## config.mk

```make
export PLATFORM = sky130hd
export DESIGN_NAME = bcd_seg_display
export DESIGN_NICKNAME = d
export VERILOG_FILES = /design/src/rtl/bcd_seg_display.sv
export SDC_FILE = /design/constraint.sdc
export NUM_CORES = 1
export LEC_CHECK = 0
export ABC_AREA = 1
export CAP_MARGIN = 20
export CORE_AREA = 2 2 80 120
export DETAILED_ROUTE_END_ITERATION = 8
export DIE_AREA = 0 0 82 122
export PLACE_DENSITY = 0.78
export SLEW_MARGIN = 20
export SYNTH_ARGS = -nofsm -noshare
export SYNTH_HDL_FRONTEND = slang
export SYNTH_SLANG_ARGS = --single-unit
export TNS_END_PERCENT = 5
```

## constraint.sdc

```tcl
create_clock -name clk -period 2.1 [get_ports clk]
set_input_delay 0.315 -clock clk [delete_from_list [all_inputs] [get_ports clk]]
set_output_delay 0.315 -clock clk [all_outputs]
set_load 0.03 [all_outputs]
```

## src/rtl/bcd_seg_display.sv

```systemverilog
// Binary-to-seven-segment display stage: a bit-serial double-dabble engine feeds
// registered active-low HEX outputs, with overflow dashes and optional leading-zero blanking.
module bcd_seg_display #(
  parameter int WIDTH         = 10,
  parameter int DIGITS        = 4,
  parameter int BLANK_LEADING = 1
) (
  input  logic             clk,
  input  logic             clrn,
  input  logic [WIDTH-1:0] bin,
  output logic [7:0]       hex0,
  output logic [7:0]       hex1,
  output logic [7:0]       hex2,
  output logic [7:0]       hex3,
  output logic [7:0]       hex4,
  output logic [7:0]       hex5,
  output logic             busy,
  output logic             done
);

  localparam logic [1:0] IDLE  = 2'd0;
  localparam logic [1:0] SHIFT = 2'd1;
  localparam logic [1:0] LATCH = 2'd2;

  localparam int CW = $clog2(WIDTH);

  logic [1:0]       state;
  logic [WIDTH-1:0] sh;
  logic [WIDTH-1:0] last;
  logic [27:0]      bcd;
  logic [23:0]      bcd_adj;
  logic [CW-1:0]    cnt;
  logic             vld;
  logic [5:0][7:0]  hex;
  logic [5:0][7:0]  seg;
  logic [5:0]       lead_zero;
  logic             run_zero;
  logic             ovf;

  function automatic logic [7:0] digit_seg(input logic [3:0] d);
    case (d)
      4'd0:    digit_seg = 8'hC0;
      4'd1:    digit_seg = 8'hF9;
      4'd2:    digit_seg = 8'hA4;
      4'd3:    digit_seg = 8'hB0;
      4'd4:    digit_seg = 8'h99;
      4'd5:    digit_seg = 8'h92;
      4'd6:    digit_seg = 8'h82;
      4'd7:    digit_seg = 8'hF8;
      4'd8:    digit_seg = 8'h80;
      4'd9:    digit_seg = 8'h90;
      default: digit_seg = 8'hFF;
    endcase
  endfunction

  // The top nibble never reaches 5 for WIDTH <= 20, so it shifts without adjustment.
  genvar gi;
  generate
    for (gi = 0; gi < 6; gi++) begin : g_adj
      assign bcd_adj[gi*4 +: 4] = (bcd[gi*4 +: 4] >= 4'd5) ? bcd[gi*4 +: 4] + 4'd3
                                                            : bcd[gi*4 +: 4];
    end
  endgenerate

  always_comb begin
    ovf = 1'b0;
    for (int i = 0; i < 7; i++) begin
      if (i >= DIGITS) ovf = ovf | (bcd[i*4 +: 4] != 4'd0);
    end
  end

  // lead_zero[i]: digit i and every higher active digit are zero.
  always_comb begin
    run_zero  = 1'b1;
    lead_zero = '0;
    for (int i = 5; i >= 0; i--) begin
      if (i < DIGITS) run_zero = run_zero & (bcd[i*4 +: 4] == 4'd0);
      lead_zero[i] = run_zero;
    end
  end

  always_comb begin
    seg = '1;
    for (int i = 0; i < 6; i++) begin
      if (i >= DIGITS)                                  seg[i] = 8'hFF;
      else if (ovf)                                     seg[i] = 8'hBF;
      else if (BLANK_LEADING != 0 && i >= 1 && lead_zero[i]) seg[i] = 8'hFF;
      else                                              seg[i] = digit_seg(bcd[i*4 +: 4]);
    end
  end

  always_ff @(posedge clk or negedge clrn) begin
    if (!clrn) begin
      state <= IDLE;
      sh    <= '0;
      last  <= '0;
      bcd   <= '0;
      cnt   <= '0;
      vld   <= 1'b0;
      busy  <= 1'b0;
      done  <= 1'b0;
      hex   <= '1;
    end else begin
      done <= 1'b0;
      case (state)
        IDLE: begin
          if (!vld || bin != last) begin
            sh    <= bin;
            last  <= bin;
            vld   <= 1'b1;
            bcd   <= '0;
            cnt   <= '0;
            busy  <= 1'b1;
            state <= SHIFT;
          end
        end
        SHIFT: begin
          bcd <= {bcd[26:24], bcd_adj, sh[WIDTH-1]};
          sh  <= {sh[WIDTH-2:0], 1'b0};
          cnt <= cnt + 1'b1;
          if (cnt == CW'(WIDTH - 1)) state <= LATCH;
        end
        LATCH: begin
          hex   <= seg;
          done  <= 1'b1;
          busy  <= 1'b0;
          state <= IDLE;
        end
        default: state <= IDLE;
      endcase
    end
  end

  assign hex0 = hex[0];
  assign hex1 = hex[1];
  assign hex2 = hex[2];
  assign hex3 = hex[3];
  assign hex4 = hex[4];
  assign hex5 = hex[5];

endmodule

```

; ---- Word level (Yosys, flattened, before mapping)
; Memory sizes are Yosys's and may differ from the RTL's.
; Index checks and enable logic that the tools add are counted.
[classes]
n_addsub = 7
n_lt_le_gt_ge = 6
eq_ne = 6
muxes = 25
bitwise_logic = 4
n_reduce_logical = 15
[ops]
columns = cell, count
row1 = $mux W8, 7
row2 = $pmux W28 S2, 1
row3 = $mux W28, 1
row4 = $mux W4, 7
row5 = $add A4 B2 Y4 const B, 6
row6 = $ge A4 B3 Y1 const B, 6
row7 = $pmux W10 S2, 1
row8 = $logic_not A4 Y1, 3
row9 = $reduce_bool A4 Y1, 3
row10 = $mux W10, 1
row11 = $ne A10 B10 Y1, 1
row12 = $pmux W4 S2, 1
row13 = $reduce_and A2 Y1, 4
row14 = $add A4 B1 Y4 const B, 1
row15 = $eq A4 B4 Y1 const B, 1
row16 = $mux W2, 2
row17 = $ne A2 B2 Y1 const B, 2
row18 = $pmux W2 S2, 1
row19 = $reduce_bool A2 Y1, 2
row20 = $and A1 B1 Y1, 2
row21 = $eq A2 B1 Y1 const B, 1
row22 = $eq A2 B2 Y1 const B, 1
row23 = $logic_not A2 Y1, 1
row24 = $mux W1, 2
row25 = 4 further kinds, 5
[totals]
ff_bits = 89
mem_bits_ro = 448
input_bits = 12
wordCells = 79
mem_count = 4
[mem_list]
columns = name, depth, width, rd, rd_ports_with_merged_regs, write_ports, line
row1 = (no name shown), 16, 7, 1, 0, 0, 41  ; case (d)
row2 = (no name shown), 16, 7, 1, 0, 0, 41
row3 = (no name shown), 16, 7, 1, 0, 0, 41
row4 = (no name shown), 16, 7, 1, 0, 0, 41

; ---- Longest topological paths before layout
; Gate-level depths: netlist (run 1).
[depth]
ltp_word = 5
ltp_mapped = 12

; ---- Worst setup path after synthesis (run 1)
; Ideal clock, no wire load.
[synth_path]
path_kind = register -> register
startpoint = register bcd[12]
endpoint = register bcd[15]
arrival_time_ns = 1.434
path_slack_ns = 0.544
path_stages_with_launch = 9
path_buffers = 0
synth_period_minus_slack_ns = 1.556
cell_sequence = dfrtp_1 inv_1 ha_1 inv_1 nor2_1 o21ai_0 inv_1 o211ai_1 nand2_1
[synth_between]
elab_chain_len = 3
elab_cells_between_ends = 4
cone_classes = add/sub (1) / order compare (1) / mux (2)
[synth_lines]
columns = element, line
row1 = "start, declared", 30  ; logic [27:0] bcd;
row2 = "start signal, assigned", 118  ; bcd <= {bcd[26:24], bcd_adj, sh[WIDTH-1]};
row3 = $add A4 B2 Y4 or $ge A4 B3 Y1 (tied branches), 60  ; assign bcd_adj[gi*4 +: 4] = (bcd[gi*4 +: 4] >= 4'd5) ? bcd[gi*4 +: 4] + 4'd3
row4 = $mux W4 (*), 60
row5 = $pmux W28 S2 (*), 105  ; case (state)
; Every way passes the cells marked *; elsewhere a longest branch is shown, timed or not.
; A chain may end at the register's enable or synchronous reset.

; ---- Worst setup path in the final report (run 1)
; Same ends and word-level chain as after synthesis.

==> results of run 1 <==
-- registers in the layout (all words and copies together), names as in the netlist --
signal	cells
last	10
hex2	7
bcd	28
hex0	7
sh	10
hex3	7
vld	1
state	2
done	1
hex1	7
busy	1
cnt	4
-- cell usage after synthesis, drive strengths merged --
master	n
conb	1
a211oi	2
o22ai	2
o21a	1
inv	68
o21ai	52
nand3	51
ha	27
and3	1
dfstp	28
nand2	149
xnor2	2
a31oi	7
nor4	1
a41oi	1
o211ai	8
buf	34
nor3	5
nor2	59
clkbuf	8
nand4	3
or2	2
clkinv	1
dfrtp	57
a21oi	44
xor2	4
-- layer usage --
metal	track usage (%)	part of all wire, %	vias to the layer above	wire (um)
li1	-	-	2034	-
met1	25.92	41	1943	4133
met2	37.40	53	106	5308
met3	4.593	4.2	20	427
met4	9.479	2.1	0	209
met5	0	0	-	0
-- stage by stage --
step | std cells | cell area [um2]
global placement | 756 | 5281
finish | 773 | 5637
detailed placement | 756 | 5281
global route | 773 | 5637
CTS | 773 | 5637
floorplan | 637 | 4932
-- final timing paths --
path / from / endpoint / slack (ps) / cells past startpoint
max in group asynchronous: clrn / hex3[4] / 980 / 3
setup reg to reg: bcd[12] / bcd[15] / 210 / 8
hold / removal: clrn / bcd[21] / 440 / 2
min in group clk: vld / vld / 460 / 2
setup / recovery: bcd[12] / bcd[15] / 210 / 8
hold reg to reg: vld / vld / 460 / 2
-- area by class of cell --
| class | instances | area (um2) | share of cell area [%] |
|---|---|---|---|
| Tap cell | 112 | 140.1 | 2.486 |
| Inverter | 69 | 259.0 | 4.595 |
| Clock buffer | 9 | 225.2 | 3.996 |
| Clock inverter | 7 | 120.1 | 2.131 |
| Timing Repair Buffer | 50 | 503.0 | 8.923 |
| Multi-Input combinational cell | 441 | 2227 | 39.51 |
| Sequential cell | 85 | 2162 | 38.36 |
-- timing repair --
action	in CTS	in global routing
endpoints found under the setup margin	0	0
hold buffers	1	0
hold endpoints to repair	11	0
-- where the power goes --
part,switching (mW),leakage [nW],internal [mW],total (mW)
clock network,0.679,0.166,1.17,1.85
logic,2.90,1.62,1.73,4.64
registers,0.652,0.996,2.50,3.15
total,4.23,2.78,5.40,9.63
-- logic make-up after synthesis --
group	share of synthesized area (%)
compound gates	13.05
flops	44.48
buf+inv	11.22
simple gates	23.14
xor+xnor	1.081
fa+ha+maj	6.950
other cells	0.07715
==> qor.txt, run 1 <==
DR vias: 4103
Clock slew at the register clock pins of the worst setup and hold paths: 70 ps
Final Skew: 10.81 ps
Slowest stage cell, crit path: dfrtp_1
Power Density: 1708 nW/um2
Seq/Total Area, Yosys: 44.48%
Commonest non-fill, non-tap cells in the layout: 145 x nand2_1, 65 x inv_1, 57 x dfrtp_1, 54 x nor2_1, 51 x nand3_1
Ant diodes: 0
CTS Root Cell: clkbuf_16
Max_slew headroom: 61.80%
Syn. warnings: 0
Worst Setup Slack, final: 212.9 ps
First-pass GRT wire length: 16990 um
Routed Antenna Nets: 0
RSZ-0062 raised after global routing: false
Buffers plus inverters on the worst setup path: 3
Period minus WS final: 1887 ps
VDD IR max: 0.8014 mV
Drt first-iter violations: 296
CTS tree: done
Worst-Skew Late Latency: 350 ps
H-tree lvl count: 3
Worst Max-Slew Pin Slew: 572.2 ps
Setup Buffers After CTS: 0
Mapped Area: 4861 um2
First-pass DRT Iterations: 5
Final HPWL DP: 6981 um
Cell Chain, Critical Path: inv_1 -> ha_1 -> inv_1 -> nor2_1 -> o21ai_0 -> inv_1 -> o211ai_1 -> nand2_1
Max-slew violation count: 0
Setup crit start kind: flop
Max Root-Sink Buffers: 2
Area Growth Syn to Fin: 15.96%
GRT Residual Overflow: 0
Distinct cell type count after synthesis: 35
LEAKAGE: 2.778 nW
Syn avg cell area: 7.866 um2
Fmax: 529.9 MHz
Number of global-route vias before repair: 3843
PortBufs: 41
Die width: 82 um
Final core occ: 62.36%
Hold slack: 443.7 ps
CP top delay family: compound AO/OA/AOI/OAI gates
Worst path arrival time: 2130 ps
Total of max-cap violations: 0
Final Hold Vio Count: 0
Total Neg Setup Slack: 0 ps
Layout cells sized above 1: 10.29%
Crit-path max FO: 6
CP peak stage delay: 460 ps
Yosys top cell area share: 29.34%
Vias per cell: 5.308
# nets final: 695
Critical path class: reg -> reg
Setup crit end kind: flop
Area of the core: 9039 um2
IO Count: 62
Top cells by area, synth: dfrtp_1 29%, dfstp_2 15%, nand2_1 11%
Tcrit/Tclk final: 89.86%
Worst Path Required: 2340 ps
GP Congestion: 0.9068
Area leader, netlist: dfrtp_1
CTS sink cnt: 85
Row count: 43
Tot GR Track Use: 21.83%
Synth Instances: 618
Post-synthesis register bit count: 85
Initial antenna violation count: 0
Drt wl/cell: 13.04 um
Initial Util: 53.78%
Worst slack, placed: 171.4 ps
Largest net degree at the start of global routing: 53
Status: finished clean
Number of remaining DRC errors: 0
Commonest non-fill, non-tap cell in the layout: nand2_1
Die height: 122 um
Pwr Total: 9.630 mW
HP Class: in -> async
Most common cell on crit path: inv_1
Detailed Route WL: 10080 um
Fillers: 791
CTS resizes: 0
Final setup violation count: 0
Die footprint: 10000 um2
CTS buffer count: 9
Note: power is estimated with default switching activity, not from simulation.
==> run 2: changes to the inputs <==
--- a/config.mk
+++ b/config.mk
@@ -5,11 +5,10 @@
 export SDC_FILE = /design/constraint.sdc
 export NUM_CORES = 1
 export LEC_CHECK = 0
-export ABC_AREA = 1
 export CAP_MARGIN = 20
-export CORE_AREA = 2 2 80 120
+export CORE_AREA = 2 2 81 122
 export DETAILED_ROUTE_END_ITERATION = 8
-export DIE_AREA = 0 0 82 122
+export DIE_AREA = 0 0 83 124
 export PLACE_DENSITY = 0.78
 export SLEW_MARGIN = 20
 export SYNTH_ARGS = -nofsm -noshare
==> run 2 against run 1 <==
Clock skew decreased by 3.6 ps. Global-route usage increased by 0.83 points. Cell count decreased by 9.4%. Via count decreased by 2.9%. Worst hold slack improved by 25 ps. Synthesized cell count decreased by 13%. Die area increased by 2.9%.
==> qor.txt, run 2 <==
Reg2reg start: bcd[12]
Distinct cell type count after synthesis: 52
CTS sink cnt: 85
VDD IR max: 0.7837 mV
Syn. warnings: 0
Die footprint: 10290 um2
PortBufs: 41
Initial antenna violation count: 0
Initial Util: 54.77%
Area leader, netlist: dfrtp_1
Reg-to-reg setup timing slack: 150 ps
Worst R2R End: hex1[5]
RSZ-0062 raised after global routing: false
GRT Residual Overflow: 0
Buffers plus inverters on the worst setup path: 1
CTS tree: done
H-tree lvl count: 3
Worst-Skew Late Latency: 350 ps
Crit-path max FO: 8
Pwr Total: 9.870 mW
Tcrit/Tclk final: 92.81%
GP Congestion: 0.8949
Die height: 124 um
Max-slew violation count: 0
Reg2Reg Depth: 5
Max FFs per register: 28
Period minus WS final: 1949 ps
CTS buffer count: 9
Post-synthesis mux area share: 3.402%
Worst Path Required: 2370 ps
Seq/Total Area, Yosys: 42.91%
Synth Area in XOR/XNOR: 3.129%
Drt wl/cell: 15.69 um
Row count: 43
Mapped Area: 5039 um2
IO Count: 62
Tot GR Track Use: 22.66%
Post-route cell area: 5873 um2
Syn avg cell area: 9.348 um2
Area Growth Syn to Fin: 16.56%
Routed Antenna Nets: 0
Critical path class: reg -> reg
Count leader, synth: nand2_1
Top cells by area, synth: dfrtp_1 28%, dfstp_2 15%, ha_1 6.7%
Drt first-iter violations: 259
Area after DPL: 5557 um2
Commonest cells in the netlist: 70 x nand2_1, 57 x dfrtp_1, 35 x nor2_1
Max Root-Sink Buffers: 2
CP peak stage delay: 470 ps
Status: finished clean
Critical Path Stages: 5
Simple-gate share of the synthesized area: 16.39%
DR vias: 3986
Compound-Gate Fraction of Synth Area: 19.42%
First-pass DRT Iterations: 5
Synth async-reset ratio: 100.0%
CP top delay family: compound AO/OA/AOI/OAI gates
Area of the core: 9200 um2
Top_reg_cell synth: dfrtp_1
Biggest register: bcd
Final Skew: 7.234 ps
Worst path arrival time: 2220 ps
Final HPWL DP: 7687 um
Clock slew at the register clock pins of the worst setup and hold paths: 60 ps
Setup crit end kind: flop
Final setup violation count: 0
Final Hold Vio Count: 0
Detailed Route WL: 10980 um
LEAKAGE: 2.543 nW
Vias per cell: 5.694
CTS Root Cell: clkbuf_16
Die width: 83 um
First-pass GRT wire length: 18860 um
Post-synthesis register bit count: 85
Top flop regs: bcd (28), last (10), sh (10)
Ant diodes: 0
Post-synth EDFFs: 0
Layout cells sized above 1: 15.99%
Largest net degree at the start of global routing: 50
Multi-input gate area: 2546 um2
# nets final: 622
Commonest non-fill, non-tap cell in the layout: nand2_1
Setup crit start kind: flop
Power Density: 1681 nW/um2
Yosys top cell area share: 28.31%
Synth Instances: 539
Number of remaining DRC errors: 0
Slowest stage cell, crit path: dfrtp_1
Fmax: 513.1 MHz
HP Class: in -> async
Commonest non-fill, non-tap cells in the layout: 70 x nand2_1, 57 x dfrtp_1, 40 x clkdlybuf4s50_1, 35 x nor2_1, 34 x a21oi_1
Fillers: 759
Synth Area in Adders: 6.705%
FF/Latch Area: 2162 um2
Number of global-route vias before repair: 3973
Total of max-cap violations: 0
Largest family of logic cells by synthesized area: compound AO/OA/AOI/OAI gates
Final core occ: 63.84%
Cell Chain, Critical Path: inv_1 -> ha_1 -> and4_1 -> a311o_1 -> o22a_1
==> run 2: what timing repair did <==
item	4_1_cts	5_1_grt
gates resized for setup	0	0
setup buffers	2	0
setup endpoints to repair	5	0
hold buffers	1	0
hold endpoints to repair	15	0
==> run 2: through the flow <==
stage                     hold slack (ps)  setup WS, ps  instances  TNS (ps)
after detailed placement            309.8        -7.507        681    -7.507
after global placement              301.5         30.96        681         0
after global routing                500.2         42.44        700         0
after CTS                           474.8         175.4        700         0
final                               468.4         151.1        700         0
after floorplan                     19.41         322.8        558         0
==> run 2: final cells by class <==
type	instances	area share (%)
Clock buffer	9	3.835
Inverter	30	1.917
Multi-Input combinational cell	393	43.35
Clock inverter	7	1.129
Tap cell	112	2.386
Timing Repair Buffer	64	10.57
Sequential cell	85	36.81
==> run 2: report_power, final <==
part | switching [mW] | total [mW] | internal (mW)
sequential | 0.704 | 3.22 | 2.52
clock | 0.660 | 1.57 | 0.912
combinational | 2.86 | 5.08 | 2.22
total | 4.22 | 9.87 | 5.65
==> run 2: worst max path at each step <==
stage,start,end,slack [ps]
floorplan,bcd[16],hex1[0],320
global placement,bin[9],last[4],30
detailed placement,bin[9],last[2],-8
CTS,bcd[12],hex1[5],180
global route,bcd[16],hex3[1],40
finish,bcd[12],hex1[5],150
==> run 2: per-layer routing <==
| metal | share of wire (%) | track usage, % | up-vias |
|---|---|---|---|
| li1 | - | - | 1936 |
| met1 | 40 | 25.60 | 1931 |
| met2 | 54 | 42.14 | 104 |
| met3 | 3.8 | 4.175 | 15 |
| met4 | 2.2 | 9.221 | 0 |
| met5 | 0 | 0 | - |
==> run 2: kinds of logic (layout without fill, tap and decap cells) <==
kind of cell,count (synthesis),count (layout)
buffers and inverters,80,110
AND/OR/NAND/NOR,170,170
other,1,20
adder cells (fa/ha/maj),27,27
flip-flops,85,85
AO/OA/AOI/OAI,142,142
XOR/XNOR,18,18
multiplexers,16,16
